File: src/rtl/mem_bus_arbiter_if.sv
// Bus bundle between the three requesters (fetch, execute, sprite DMA), the
// memory port and the arbiter. The arbiter uses slave; requesters and memory use master.
interface mem_bus_arbiter_if;
    logic        f_req;
    logic        f_lock;
    logic        f_rw_n;
    logic [15:0] f_addr;
    logic [7:0]  f_wdata;
    logic        f_gnt;
    logic        f_rvalid;

    logic        e_req;
    logic        e_lock;
    logic        e_rw_n;
    logic [15:0] e_addr;
    logic [7:0]  e_wdata;
    logic        e_gnt;
    logic        e_rvalid;

    logic        d_req;
    logic        d_lock;
    logic        d_rw_n;
    logic [15:0] d_addr;
    logic [7:0]  d_wdata;
    logic        d_gnt;
    logic        d_rvalid;

    logic [7:0]  rdata;
    logic        mem_en;
    logic        mem_rw_n;
    logic [15:0] mem_addr;
    logic [7:0]  mem_wdata;
    logic [7:0]  mem_rdata;
    logic [1:0]  owner;
    logic        lock_err;

    modport slave (
        input  f_req, f_lock, f_rw_n, f_addr, f_wdata,
        input  e_req, e_lock, e_rw_n, e_addr, e_wdata,
        input  d_req, d_lock, d_rw_n, d_addr, d_wdata,
        input  mem_rdata,
        output f_gnt, f_rvalid, e_gnt, e_rvalid, d_gnt, d_rvalid,
        output rdata, mem_en, mem_rw_n, mem_addr, mem_wdata, owner, lock_err
    );

    modport master (
        output f_req, f_lock, f_rw_n, f_addr, f_wdata,
        output e_req, e_lock, e_rw_n, e_addr, e_wdata,
        output d_req, d_lock, d_rw_n, d_addr, d_wdata,
        output mem_rdata,
        input  f_gnt, f_rvalid, e_gnt, e_rvalid, d_gnt, d_rvalid,
        input  rdata, mem_en, mem_rw_n, mem_addr, mem_wdata, owner, lock_err
    );
endinterface

File: src/rtl/mem_bus_arbiter.sv
// Fixed-priority (d > e > f) single-port memory arbiter with bus locking,
// one access per cycle, one-cycle read latency and a lock-hold watchdog.
module mem_bus_arbiter #(
    parameter int LOCK_LIMIT = 255
) (
    input  logic               clk,
    input  logic               rst_n,
    mem_bus_arbiter_if.slave   bus
);

    typedef enum logic [1:0] {
        IDLE,
        OPEN,
        LOCKED
    } state_t;

    localparam logic [7:0] LIMIT8 = 8'(LOCK_LIMIT);

    state_t      state;
    logic [1:0]  owner_q;
    logic [7:0]  lock_cnt;
    logic [3:1]  gnt_q;
    logic [3:1]  rvalid_q;
    logic        mem_en_q;
    logic        mem_rw_n_q;
    logic [15:0] mem_addr_q;
    logic [7:0]  mem_wdata_q;
    logic        lock_err_q;

    logic [3:0]  req;
    logic [3:0]  lock;
    logic [3:0]  rw_n;
    logic [15:0] addr [4];
    logic [7:0]  wdata [4];

    logic        forced;
    logic        hold_bus;
    logic [1:0]  winner;
    logic [3:1]  gnt_next;
    logic [7:0]  cnt_inc;

    // Requester index matches the owner encoding (1 f, 2 e, 3 d); slot 0 is "nobody".
    always_comb begin
        req      = {bus.d_req,  bus.e_req,  bus.f_req,  1'b0};
        lock     = {bus.d_lock, bus.e_lock, bus.f_lock, 1'b0};
        rw_n     = {bus.d_rw_n, bus.e_rw_n, bus.f_rw_n, 1'b1};
        addr[0]  = 16'h0000;
        addr[1]  = bus.f_addr;
        addr[2]  = bus.e_addr;
        addr[3]  = bus.d_addr;
        wdata[0] = 8'h00;
        wdata[1] = bus.f_wdata;
        wdata[2] = bus.e_wdata;
        wdata[3] = bus.d_wdata;
    end

    // While locked only the holder is considered, unless it releases or the watchdog fires.
    always_comb begin
        forced   = (state == LOCKED) && (lock_cnt == LIMIT8);
        hold_bus = (state == LOCKED) && !forced && (req[owner_q] || lock[owner_q]);
        winner   = 2'd0;
        if (hold_bus) begin
            winner = req[owner_q] ? owner_q : 2'd0;
        end else if (req[3]) begin
            winner = 2'd3;
        end else if (req[2]) begin
            winner = 2'd2;
        end else if (req[1]) begin
            winner = 2'd1;
        end
        gnt_next = 3'b000;
        if (winner != 2'd0) begin
            gnt_next[winner] = 1'b1;
        end
        cnt_inc = (lock_cnt == 8'hFF) ? lock_cnt : lock_cnt + 8'd1;
    end

    always_ff @(posedge clk or posedge rst_n) begin
        if (rst_n) begin
            state       <= IDLE;
            owner_q     <= 2'd0;
            lock_cnt    <= 8'd0;
            gnt_q       <= 3'b000;
            rvalid_q    <= 3'b000;
            mem_en_q    <= 1'b0;
            mem_rw_n_q  <= 1'b1;
            mem_addr_q  <= 16'h0000;
            mem_wdata_q <= 8'h00;
            lock_err_q  <= 1'b0;
        end else begin
            rvalid_q <= (mem_en_q && mem_rw_n_q) ? gnt_q : 3'b000;
            gnt_q    <= gnt_next;
            mem_en_q <= (winner != 2'd0);
            if (winner != 2'd0) begin
                mem_rw_n_q  <= rw_n[winner];
                mem_addr_q  <= addr[winner];
                mem_wdata_q <= wdata[winner];
            end else begin
                mem_rw_n_q  <= 1'b1;
            end
            if (forced) begin
                lock_err_q <= 1'b1;
            end
            // A lock request granted on a forced-release edge is not honoured.
            if (hold_bus && winner == 2'd0) begin
                state    <= LOCKED;
                lock_cnt <= cnt_inc;
            end else if (winner != 2'd0 && lock[winner] && !forced) begin
                state    <= LOCKED;
                owner_q  <= winner;
                lock_cnt <= hold_bus ? cnt_inc : 8'd0;
            end else if (winner != 2'd0) begin
                state    <= OPEN;
                owner_q  <= winner;
                lock_cnt <= 8'd0;
            end else begin
                state    <= IDLE;
                owner_q  <= 2'd0;
                lock_cnt <= 8'd0;
            end
        end
    end

    assign bus.f_gnt     = gnt_q[1];
    assign bus.e_gnt     = gnt_q[2];
    assign bus.d_gnt     = gnt_q[3];
    assign bus.f_rvalid  = rvalid_q[1];
    assign bus.e_rvalid  = rvalid_q[2];
    assign bus.d_rvalid  = rvalid_q[3];
    assign bus.rdata     = bus.mem_rdata;
    assign bus.mem_en    = mem_en_q;
    assign bus.mem_rw_n  = mem_rw_n_q;
    assign bus.mem_addr  = mem_addr_q;
    assign bus.mem_wdata = mem_wdata_q;
    assign bus.owner     = owner_q;
    assign bus.lock_err  = lock_err_q;

endmodule
File: src/flat_wrapper.sv
// flat-port wrapper written by rule: the top's interface ports become plain ports
module mem_bus_arbiter_flat 
#(
    parameter int LOCK_LIMIT = 255
)
  (clk, rst_n, bus_f_req, bus_f_lock, bus_f_rw_n, bus_f_addr, bus_f_wdata, bus_e_req, bus_e_lock, bus_e_rw_n, bus_e_addr, bus_e_wdata, bus_d_req, bus_d_lock, bus_d_rw_n, bus_d_addr, bus_d_wdata, bus_mem_rdata, bus_f_gnt, bus_f_rvalid, bus_e_gnt, bus_e_rvalid, bus_d_gnt, bus_d_rvalid, bus_rdata, bus_mem_en, bus_mem_rw_n, bus_mem_addr, bus_mem_wdata, bus_owner, bus_lock_err);
  mem_bus_arbiter_if bus_i ();
  input  logic clk;
  input  logic rst_n;
  input wire logic [$bits(bus_i.f_req)-1:0] bus_f_req;
  input wire logic [$bits(bus_i.f_lock)-1:0] bus_f_lock;
  input wire logic [$bits(bus_i.f_rw_n)-1:0] bus_f_rw_n;
  input wire logic [$bits(bus_i.f_addr)-1:0] bus_f_addr;
  input wire logic [$bits(bus_i.f_wdata)-1:0] bus_f_wdata;
  input wire logic [$bits(bus_i.e_req)-1:0] bus_e_req;
  input wire logic [$bits(bus_i.e_lock)-1:0] bus_e_lock;
  input wire logic [$bits(bus_i.e_rw_n)-1:0] bus_e_rw_n;
  input wire logic [$bits(bus_i.e_addr)-1:0] bus_e_addr;
  input wire logic [$bits(bus_i.e_wdata)-1:0] bus_e_wdata;
  input wire logic [$bits(bus_i.d_req)-1:0] bus_d_req;
  input wire logic [$bits(bus_i.d_lock)-1:0] bus_d_lock;
  input wire logic [$bits(bus_i.d_rw_n)-1:0] bus_d_rw_n;
  input wire logic [$bits(bus_i.d_addr)-1:0] bus_d_addr;
  input wire logic [$bits(bus_i.d_wdata)-1:0] bus_d_wdata;
  input wire logic [$bits(bus_i.mem_rdata)-1:0] bus_mem_rdata;
  output wire logic [$bits(bus_i.f_gnt)-1:0] bus_f_gnt;
  output wire logic [$bits(bus_i.f_rvalid)-1:0] bus_f_rvalid;
  output wire logic [$bits(bus_i.e_gnt)-1:0] bus_e_gnt;
  output wire logic [$bits(bus_i.e_rvalid)-1:0] bus_e_rvalid;
  output wire logic [$bits(bus_i.d_gnt)-1:0] bus_d_gnt;
  output wire logic [$bits(bus_i.d_rvalid)-1:0] bus_d_rvalid;
  output wire logic [$bits(bus_i.rdata)-1:0] bus_rdata;
  output wire logic [$bits(bus_i.mem_en)-1:0] bus_mem_en;
  output wire logic [$bits(bus_i.mem_rw_n)-1:0] bus_mem_rw_n;
  output wire logic [$bits(bus_i.mem_addr)-1:0] bus_mem_addr;
  output wire logic [$bits(bus_i.mem_wdata)-1:0] bus_mem_wdata;
  output wire logic [$bits(bus_i.owner)-1:0] bus_owner;
  output wire logic [$bits(bus_i.lock_err)-1:0] bus_lock_err;
  assign bus_i.f_req = bus_f_req;
  assign bus_i.f_lock = bus_f_lock;
  assign bus_i.f_rw_n = bus_f_rw_n;
  assign bus_i.f_addr = bus_f_addr;
  assign bus_i.f_wdata = bus_f_wdata;
  assign bus_i.e_req = bus_e_req;
  assign bus_i.e_lock = bus_e_lock;
  assign bus_i.e_rw_n = bus_e_rw_n;
  assign bus_i.e_addr = bus_e_addr;
  assign bus_i.e_wdata = bus_e_wdata;
  assign bus_i.d_req = bus_d_req;
  assign bus_i.d_lock = bus_d_lock;
  assign bus_i.d_rw_n = bus_d_rw_n;
  assign bus_i.d_addr = bus_d_addr;
  assign bus_i.d_wdata = bus_d_wdata;
  assign bus_i.mem_rdata = bus_mem_rdata;
  assign bus_f_gnt = bus_i.f_gnt;
  assign bus_f_rvalid = bus_i.f_rvalid;
  assign bus_e_gnt = bus_i.e_gnt;
  assign bus_e_rvalid = bus_i.e_rvalid;
  assign bus_d_gnt = bus_i.d_gnt;
  assign bus_d_rvalid = bus_i.d_rvalid;
  assign bus_rdata = bus_i.rdata;
  assign bus_mem_en = bus_i.mem_en;
  assign bus_mem_rw_n = bus_i.mem_rw_n;
  assign bus_mem_addr = bus_i.mem_addr;
  assign bus_mem_wdata = bus_i.mem_wdata;
  assign bus_owner = bus_i.owner;
  assign bus_lock_err = bus_i.lock_err;
  mem_bus_arbiter #(.LOCK_LIMIT(LOCK_LIMIT)) u_core (.clk(clk), .rst_n(rst_n), .bus(bus_i));
endmodule
File: config.mk
export PLATFORM = sky130hd
export DESIGN_NAME = mem_bus_arbiter_flat
export DESIGN_NICKNAME = d
export VERILOG_FILES = /design/src/rtl/mem_bus_arbiter_if.sv /design/src/rtl/mem_bus_arbiter.sv /design/src/flat_wrapper.sv
export SDC_FILE = /design/constraint.sdc
export NUM_CORES = 1
export LEC_CHECK = 0
export ABC_AREA = 0
export CAP_MARGIN = 30
export CORE_MARGIN = 1
export CORE_UTILIZATION = 40
export DETAILED_ROUTE_END_ITERATION = 6
export PLACE_DENSITY_LB_ADDON = 0.05
export SLEW_MARGIN = 20
export SYNTH_ARGS = -nofsm -noshare
export SYNTH_HDL_FRONTEND = slang
export SYNTH_SLANG_ARGS = --single-unit
File: constraint.sdc
create_clock -name clk -period 2.13 [get_ports clk]
set_input_delay 0.426 -clock clk [delete_from_list [all_inputs] [get_ports clk]]
set_output_delay 0.426 -clock clk [all_outputs]
set_load 0.05 [all_outputs]
==> run metrics <==
worst flop-to-flop path startpoint=u_core.bus.owner[1]; Synth top area share=43.2%; crit path time final=2.12 ns; most frequent cells in the layout=clkdlybuf4s50_1, dfrtp_1, nand2_1; #FFs+latches synth=45; die area=6700 µm²; Distinct cells, synth=43; Synth Warn #=0; initial antenna violation count=0; r2r setup slk=0.007 ns; Die Y-Extent=81.8 µm; post-route DRC violation count=0; root buffer cell=clkbuf_8; footprint of the multi-input gates=1310 µm²; vias per cell=~5.2; chip width=81.8 µm; TritonCTS clock tree=yes; antenna cells=0; CP max FO=5; Max clock buf depth=2; Pint=roughly 3700 µW; # fillers=447; leading area contributor after synthesis=dfrtp_1; htree depth=2; HP Class=in2async; global-route wire length before repair=10.2 mm; # IOs=134; crit path DAT=2.31 ns; Cells after Synth=249; status=completed; DPL Wire Length=4.96 mm; Hold Vio Cnt, Final=0; final slew viol count=0; clk_lat worst skew=roughly 0.30 ns; CTS buffer count=5; asr flop ratio synth=100%; Comb pwr share=70.7%; PwrDens=1550 nW/µm²; CP Launch Type=flop; slowest cell delay on critical path=around 0.41 ns; max cap viols=0; Reg2Reg Depth=8; RD Place Congestion=around 0.86; cell area after synthesis=2550 µm²; switching fraction of total power=45.6%; total grt overflow=0; Reg-to-Reg End=u_core.bus.mem_addr[5]; Req. time, crit path=2.31 ns; Initial Util=42.3%; sequential area share after synthesis=44.2%; all-layer global routing usage=20.0%; period utilization=roughly 100%; final worst slack=~0.007 ns; worst slew pin tran=0.527 ns; number of flops mapped to enable cells by yosys=0; vias in the first global route=2236; Static Leak=~0.0019 µW; VDD IR max=0.00117 V; Worst Skew=0.00437 ns; Setup WS pre-CTS=-0.306 ns; Worst slew margin=64.7%; vias post-DR=2469; RSZ-0062 raised after global routing=true; Final setup viols=0; fmax=471 MHz; Routed WL=7.53 mm; Switch Pwr=a little over 3000 µW; NumNets Final=487; Avg Cell Area, Syn=10.2 µm²; FF+latch area=1130 µm²; sequential share of power=21.3%; largest net degree at the start of global routing=46; number of detailed-route iterations in the first pass=4; routed len/inst=around 16 µm; Total Neg Setup Slack=0 ns; synth top area cells=dfrtp_1, mux2i_1, a21oi_1; synth-to-layout area growth=73.1%; Worst-path clk slew=0.09 ns; core area=between 6000 and 7000 µm²; Port-buffer cells=117; drt first-iter violations=about 110; Sink Count=45; clock share of power=8.0%; FP Rows=28; post-route ant nets=0; Setup CP Type=reg2reg; most common cell after layout, fill and taps aside=clkdlybuf4s50_1; critical-path cell list=or3b_1 > o311a_4 > o21a_4 > o21ai_4 > buf_6 > buf_12 > mux2i_2 > a22oi_2; Post-synth top flop=dfrtp_1; Post-Syn Nets=about 340; critical path's slowest cell=dfrtp_2; CP endpoint kind=flop; share of post-route cells with drive strength above 1=23.2%
critical path, delay by kind of cell, from the launching register on:
kind	cells	cell delay, ns
compound gates	4	0.70
flops	1	0.41
buf+inv	2	0.28
mux	1	0.25
simple gates	1	0.37
worst max-delay path by stage:
stage          slack (ns)                start  cells past startpoint                 endpoint
6_report            0.007  u_core.bus.owner[1]                      8   u_core.bus.mem_addr[5]
5_1_grt             -0.06  u_core.bus.owner[1]                      8   u_core.bus.mem_addr[5]
4_1_cts              0.01  u_core.bus.owner[0]                      1             bus_owner[0]
3_5_place_dp        -0.31            bus_d_req                      9  u_core.bus.mem_wdata[4]
3_3_place_gp        -0.26            bus_d_req                      9  u_core.bus.mem_wdata[4]
2_1_floorplan        0.02  u_core.bus.owner[1]                      7   u_core.bus.mem_addr[3]
per-layer routing:
metal	vias up	global-route usage (%)	wire [µm]
met1	1175	24.8	2970
li1	1183	-	-
met2	104	33.1	3930
met3	7	5.78	570
met4	0	6.49	61
met5	-	0	0
metrics by stage:
| stage | util (%) | power (µW) | std cells | hold slack, ns | cell area (µm²) |
|---|---|---|---|---|---|
| after floorplan | - | 4180 | 249 | 0.455 | 2550 |
| after global placement | 66.1 | 5540 | 447 | 0.450 | 3980 |
| after detailed placement | 66.1 | 5590 | 447 | 0.458 | 3980 |
| after CTS | 67.6 | 6160 | 455 | 0.472 | 4070 |
| after global routing | 73.3 | 7210 | 471 | 0.487 | 4410 |
| final | 73.3 | 6840 | 471 | 0.471 | 4410 |
cell type report:
cell class / instances / share of cell area, %
sequential: 45 / 25.6
timing repair buffer: 164 / 40.3
clock buffer: 5 / 1.56
inverter: 3 / 0.255
clock inverter: 3 / 0.510
multi-input combinational: 176 / 29.6
tap: 75 / 2.13
power groups by stage:
stage,Clock (µW),Combinational (µW),Sequential (µW)
5_1_grt,597,5100,1510
4_1_cts,568,4140,1450
2_1_floorplan,0,1660,2520
6_report,546,4840,1460
3_5_place_dp,0,4140,1460
3_3_place_gp,0,4090,1450
cells by family (layout without fill, tap and decap cells):
family | Yosys count | after routing | synth area share, %
mux | 29 | 29 | 11.5
fa+ha+maj | 1 | 1 | 0.491
xor+xnor | 5 | 5 | 1.72
buf+inv | 28 | 175 | 7.95
flops | 45 | 45 | 44.2
compound gates | 71 | 71 | 21.2
simple gates | 70 | 70 | 12.9
cells in the mapped netlist, types with 4 or more instances:
| master | n |
|---|---|
| buf_6 | 4 |
| dfrtp_1 | 44 |
| a22oi_2 | 9 |
| a22oi_1 | 15 |
| nand2_1 | 31 |
| and3_1 | 4 |
| nor2_1 | 15 |
| mux2i_1 | 26 |
| nand2b_1 | 4 |
| buf_2 | 5 |
| a21oi_1 | 30 |
| buf_4 | 12 |
| nand4_1 | 4 |
sequential cells by signal, summed over array words and instances, names as in the netlist:
register              cells
u_core.bus.mem_addr      16
u_core.gnt_q              3
u_core.rvalid_q           3
u_core.lock_cnt           8
u_core.bus.mem_rw_n       1
u_core.bus.owner          2
u_core.bus.mem_wdata      8
u_core.bus.mem_en         1
u_core.state              2
u_core.bus.lock_err       1
what timing repair did:
item                                    CTS  global route
hold buffers                              0             0
buffers inserted                          0            11
endpoints found under the setup margin    0            25
gates resized for setup                   0            20
Power figures use the tool's default switching activity.
